File: config.mk
export PLATFORM = sky130hd
export DESIGN_NAME = fifo_flags_behav
export DESIGN_NICKNAME = d
export VERILOG_FILES = /design/src/rtl/fifo_flags_behav.sv
export SDC_FILE = /design/constraint.sdc
export NUM_CORES = 1
export LEC_CHECK = 0
export CORE_UTILIZATION = 33
export CTS_CLUSTER_DIAMETER = 30
export CTS_CLUSTER_SIZE = 10
export DETAILED_ROUTE_END_ITERATION = 16
export GPL_TIMING_DRIVEN = 0
export PLACE_DENSITY = 0.56
export SYNTH_ARGS = -nofsm -noshare
export SYNTH_HDL_FRONTEND = slang
export SYNTH_SLANG_ARGS = --single-unit
export TNS_END_PERCENT = 10
File: constraint.sdc
create_clock -name clk -period 4.25 [get_ports clk]
set_input_delay 0.6375 -clock clk [delete_from_list [all_inputs] [get_ports clk]]
set_output_delay 0.6375 -clock clk [all_outputs]
set_load 0.1 [all_outputs]
File: src/rtl/fifo_flags_behav.sv
// Single-clock synchronous FIFO with full-depth capacity, optional first-word-fall-through
// output stage, occupancy count, programmable almost flags and sticky error flags.
module fifo_flags_behav #(
  parameter int B     = 16,
  parameter int N     = 16,
  parameter bit FWFT  = 1'b0,
  parameter int AF_TH = N - 2,
  parameter int AE_TH = 2
) (
  input  logic                 clk,
  input  logic                 rst,
  input  logic                 wr_en,
  input  logic [B-1:0]         din,
  input  logic                 rd_en,
  output logic [B-1:0]         dout,
  output logic                 valid,
  output logic                 full,
  output logic                 empty,
  output logic                 almost_full,
  output logic                 almost_empty,
  output logic [$clog2(N):0]   count,
  input  logic                 err_clr,
  output logic                 overflow,
  output logic                 underflow
);

  localparam int AW = $clog2(N);
  localparam int CW = AW + 1;
  localparam logic [CW-1:0] N_C  = CW'(N);
  localparam logic [CW-1:0] AF_C = CW'(AF_TH);
  localparam logic [CW-1:0] AE_C = CW'(AE_TH);

  logic [B-1:0]  mem [N];

  logic [CW-1:0] wptr_q, wptr_d;
  logic [CW-1:0] rptr_q, rptr_d;
  logic [CW-1:0] count_q, count_d;
  logic [CW-1:0] mem_cnt;
  logic [B-1:0]  dout_q, dout_d;
  logic          valid_q, valid_d;
  logic          ovf_q, ovf_d;
  logic          unf_q, unf_d;
  logic          full_int, empty_int;
  logic          wr_acc, rd_acc, load;

  always_comb begin
    mem_cnt   = wptr_q - rptr_q;
    full_int  = (count_q == N_C);
    empty_int = FWFT ? !valid_q : (count_q == '0);
    wr_acc    = wr_en && !full_int;
    rd_acc    = 1'b0;
    load      = 1'b0;
    if (FWFT) begin
      // refill the head register whenever it is vacant or being popped
      rd_acc = rd_en && valid_q;
      load   = (!valid_q || rd_acc) && (mem_cnt != '0);
    end else begin
      rd_acc = rd_en && !empty_int;
      load   = rd_acc;
    end

    wptr_d  = wptr_q + CW'(wr_acc);
    rptr_d  = rptr_q + CW'(load);
    count_d = count_q + CW'(wr_acc) - CW'(rd_acc);
    dout_d  = load ? mem[rptr_q[AW-1:0]] : dout_q;

    if (FWFT) valid_d = load || (valid_q && !rd_acc);
    else      valid_d = rd_acc;

    // a fresh error event wins over a coincident clear
    ovf_d = (ovf_q && !err_clr) || (wr_en && full_int);
    unf_d = (unf_q && !err_clr) || (rd_en && empty_int);
  end

  always_ff @(posedge clk) begin
    if (wr_acc && !rst) mem[wptr_q[AW-1:0]] <= din;
  end

  always_ff @(posedge clk or posedge rst) begin
    if (rst) begin
      wptr_q  <= '0;
      rptr_q  <= '0;
      count_q <= '0;
      dout_q  <= '0;
      valid_q <= 1'b0;
      ovf_q   <= 1'b0;
      unf_q   <= 1'b0;
    end else begin
      wptr_q  <= wptr_d;
      rptr_q  <= rptr_d;
      count_q <= count_d;
      dout_q  <= dout_d;
      valid_q <= valid_d;
      ovf_q   <= ovf_d;
      unf_q   <= unf_d;
    end
  end

  assign dout         = dout_q;
  assign valid        = valid_q;
  assign full         = full_int;
  assign empty        = empty_int;
  assign almost_full  = (count_q >= AF_C);
  assign almost_empty = (count_q <= AE_C);
  assign count        = count_q;
  assign overflow     = ovf_q;
  assign underflow    = unf_q;

endmodule

==> impl_metrics.env <==
export IMPL_path_buf_inv=3
export IMPL_crit_start="count[2]"
export IMPL_worstSetupPathType="flop to output pin"
export IMPL_drt_initial_drc_count=307
export IMPL_cts_buffers=50
export IMPL_grt_max_degree=33
export IMPL_power_density_nw_per_um2=762
export IMPL_syn_num_nets=559
export IMPL_antenna_found_initial=0
export IMPL_cts_tree="yes"
export IMPL_cpLargestDelayFamily="buffers and inverters"
export IMPL_clockRootBuffer="clkbuf_16"
export IMPL_die_h_um=188
export IMPL_hold_path_class="flop to flop"
export IMPL_yosysUniqueCellTypes=36
export IMPL_setup_viol=0
export IMPL_avgSynthCellArea_um2=21.9
export IMPL_stdcell_area_um2=14600
export IMPL_fin_cells=1129
export IMPL_final_nets=675
export IMPL_fp_coreArea_um2=33900
export IMPL_drt_pass1_iter_count=5
export IMPL_fmax_mhz=294
export IMPL_rsz0062_at_grt="no"
export IMPL_syn_inst=523
export IMPL_p_sw_share_pct=33.4
export IMPL_power_frac_seq_pct=31.6
export IMPL_syn_area_um2=11500
export IMPL_ys_top_cells_by_area="edfxtp_1 (67%), mux4_1 (11%), dfrtp_1 (7.0%)"
export IMPL_ant_nets=0
export IMPL_maxSlewViolCount=0
export IMPL_wl_per_cell_um=22.0
export IMPL_dieArea_um2=35500
export IMPL_grt_use_total_pct=14.4
export IMPL_seq_area_frac_synth_pct=74.0
export IMPL_power_frac_clock_pct=37.3
export IMPL_path_cells="inv_1, ha_1, inv_1, o41ai_2, clkdlybuf4s50_1"
export IMPL_final_cell_mix="edfxtp_1 (256), clkbuf_16 (51), mux4_1 (49), clkdlybuf4s50_1 (48), dfrtp_1 (32)"
export IMPL_cpPeakStageDelay_ns=1.18
export IMPL_synth_top_cell_area_share_pct=67.0
export IMPL_grt_pass1_vias=6096
export IMPL_num_rows=67
export IMPL_vias_per_cell=4.98
export IMPL_cts_sinks=288
export IMPL_cp_max_fo=4
export IMPL_ctsResizeCount=0
export IMPL_period_needed_ns=3.41
export IMPL_r2r_cells=14
export IMPL_wirelength_mm=24.9
export IMPL_internal_power_uw=7420
export IMPL_drv_cap=0
export IMPL_ys_seq_elements=288
export IMPL_die_x_um=188
export IMPL_power_switching_uw=3720
export IMPL_worstMarginPinSlew_ns=0.986
export IMPL_overflow=0
export IMPL_port_buffers=48
export IMPL_yosys_area_top_type="edfxtp_1"
export IMPL_crit_path_frequent_cell="inv_1"
export IMPL_crit_arrival_ns=2.77
export IMPL_insertion_delay_ns=0.55
export IMPL_cellLeakagePower_uw=0.00514
export IMPL_postCtsSetupRepairBufs=0
export IMPL_yosys_warnings=0
export IMPL_clk_pin_slew_worst_paths_ns=0.05
export IMPL_via_count=5618
export IMPL_grt_pass1_wl_mm=37.4
export IMPL_gp_congestion=0.793
export IMPL_final_common_cell="edfxtp_1"
export IMPL_cts_hold_buffers=0
export IMPL_hold_violations=0
export IMPL_dp_cells=1035
export IMPL_route_detailed_drc=0
export IMPL_htreeDepth=2
export IMPL_worstReg2RegEnd="count[4]"
export IMPL_diodes=0
export IMPL_critPathSlowestCell="clkdlybuf4s50_1"
export IMPL_peakVddDrop_mv=0.703
export IMPL_fin_crit_sh_pct=80.2
export IMPL_ios=49
export IMPL_syn_to_final_growth_pct=27.4
export IMPL_crit_path_end="almost_empty"
export IMPL_crit_path_end_kind="output pin"
export IMPL_worstSetupStartpointType="flop"
export IMPL_slew_headroom_pct=34.1
export IMPL_crit_required_ns=3.61
export IMPL_path_depth=5
export IMPL_clock_skew_ns=0.0210
export IMPL_drive_above_1_share_pct=24.2
export IMPL_r2r_start="count[2]"
export IMPL_comb_power_share_pct=31.1
export IMPL_start_util_pct=33.9
export IMPL_post_dp_hpwl_mm=16.2
export IMPL_outcome="finished, final reports clean"
export IMPL_worst_r2r_setup_slack_ns=1.18
export IMPL_placed_area_um2=12800
export IMPL_fillers=2928
export IMPL_cts_buffer_depth=3
[cell type report]
| cell class | instances | area (um^2) | area share (%) |
|---|---|---|---|
| buffer | 28 | 293 | 2.00 |
| clock buffer | 61 | 1340 | 9.20 |
| clock inverter | 33 | 438 | 3.00 |
| inverter | 13 | 48.8 | 0.334 |
| multi-input combinational | 194 | 2710 | 18.5 |
| sequential | 288 | 8490 | 58.1 |
| tap | 448 | 561 | 3.84 |
| timing repair buffer | 64 | 731 | 5.00 |
[flip-flops by register name (all words and copies together) (netlist names)]
| name | flops |
|---|---|
| dout | 16 |
| wptr_q | 4 |
| count | 5 |
| underflow | 1 |
| valid | 1 |
| rptr_q | 4 |
| mem | 256 |
| overflow | 1 |
[cells by family (layout without fill, tap and decap cells)]
logic type      after synthesis  count (layout)  synth area share [%]
flops                       288             288                  74.0
mux                          80              80                  15.6
compound gates               54              54                  3.28
buf+inv                      41             199                  2.98
simple gates                 38              38                  1.95
fa+ha+maj                    15              15                  1.70
xor+xnor                      7               7                 0.534
[per-stage QoR]
step	total power, uW	hold slack (ns)	util (%)	setup TNS, ns	worst slack (ns)
floorplan	6060	0.501	-	-3.07	-0.0742
global placement	6930	0.468	37.0	-7.84	-0.206
detailed placement	7060	0.466	37.9	0	1.09
CTS	11200	0.488	43.1	0	0.802
global route	11500	0.503	43.1	0	0.720
finish	11100	0.485	43.1	0	0.843
[routing by layer]
layer / up-vias / GRT usage (%) / routed length (um)
li1: 2462 / - / -
met1: 2912 / 18.4 / 10300
met2: 199 / 24.0 / 12300
met3: 45 / 3.35 / 1740
met4: 0 / 4.93 / 546
met5: - / 0 / 0
[how the worst min path moves through the flow]
stage                           end  slack (ns)      start  cells past startpoint
after floorplan           rptr_q[1]        0.50  rptr_q[1]                      1
after global placement      dout[2]        0.47    dout[2]                      1
after detailed placement    dout[3]        0.47    dout[3]                      1
after CTS                   dout[7]        0.49    dout[7]                      1
after global routing        dout[3]        0.50    dout[3]                      1
final                       dout[3]        0.49    dout[3]                      1
[cell usage after synthesis, drive strengths merged]
master,count
or4b,2
nand2b,5
mux2i,16
and4bb,1
a21o,16
nor4b,1
nand2,6
o21ai,2
or2,1
mux4,64
or4,1
nand4bb,1
nor3,4
xnor2,4
o41ai,1
xor2,3
inv,13
fa,1
nor2,14
ha,14
nand3,2
dfrtp,32
o21bai,1
edfxtp,256
buf,17
o22ai,16
a21oi,2
a211oi,16
clkbuf,11
[power by group through the flow]
stage	Sequential [uW]	Combinational, uW	Clock, uW
6_report	3520	3460	4150
5_1_grt	3550	3640	4350
4_1_cts	3520	3510	4220
3_5_place_dp	3570	3480	0
3_3_place_gp	3560	3370	0
2_1_floorplan	4310	1750	0
No activity file was read; power rests on OpenSTA's default activity.
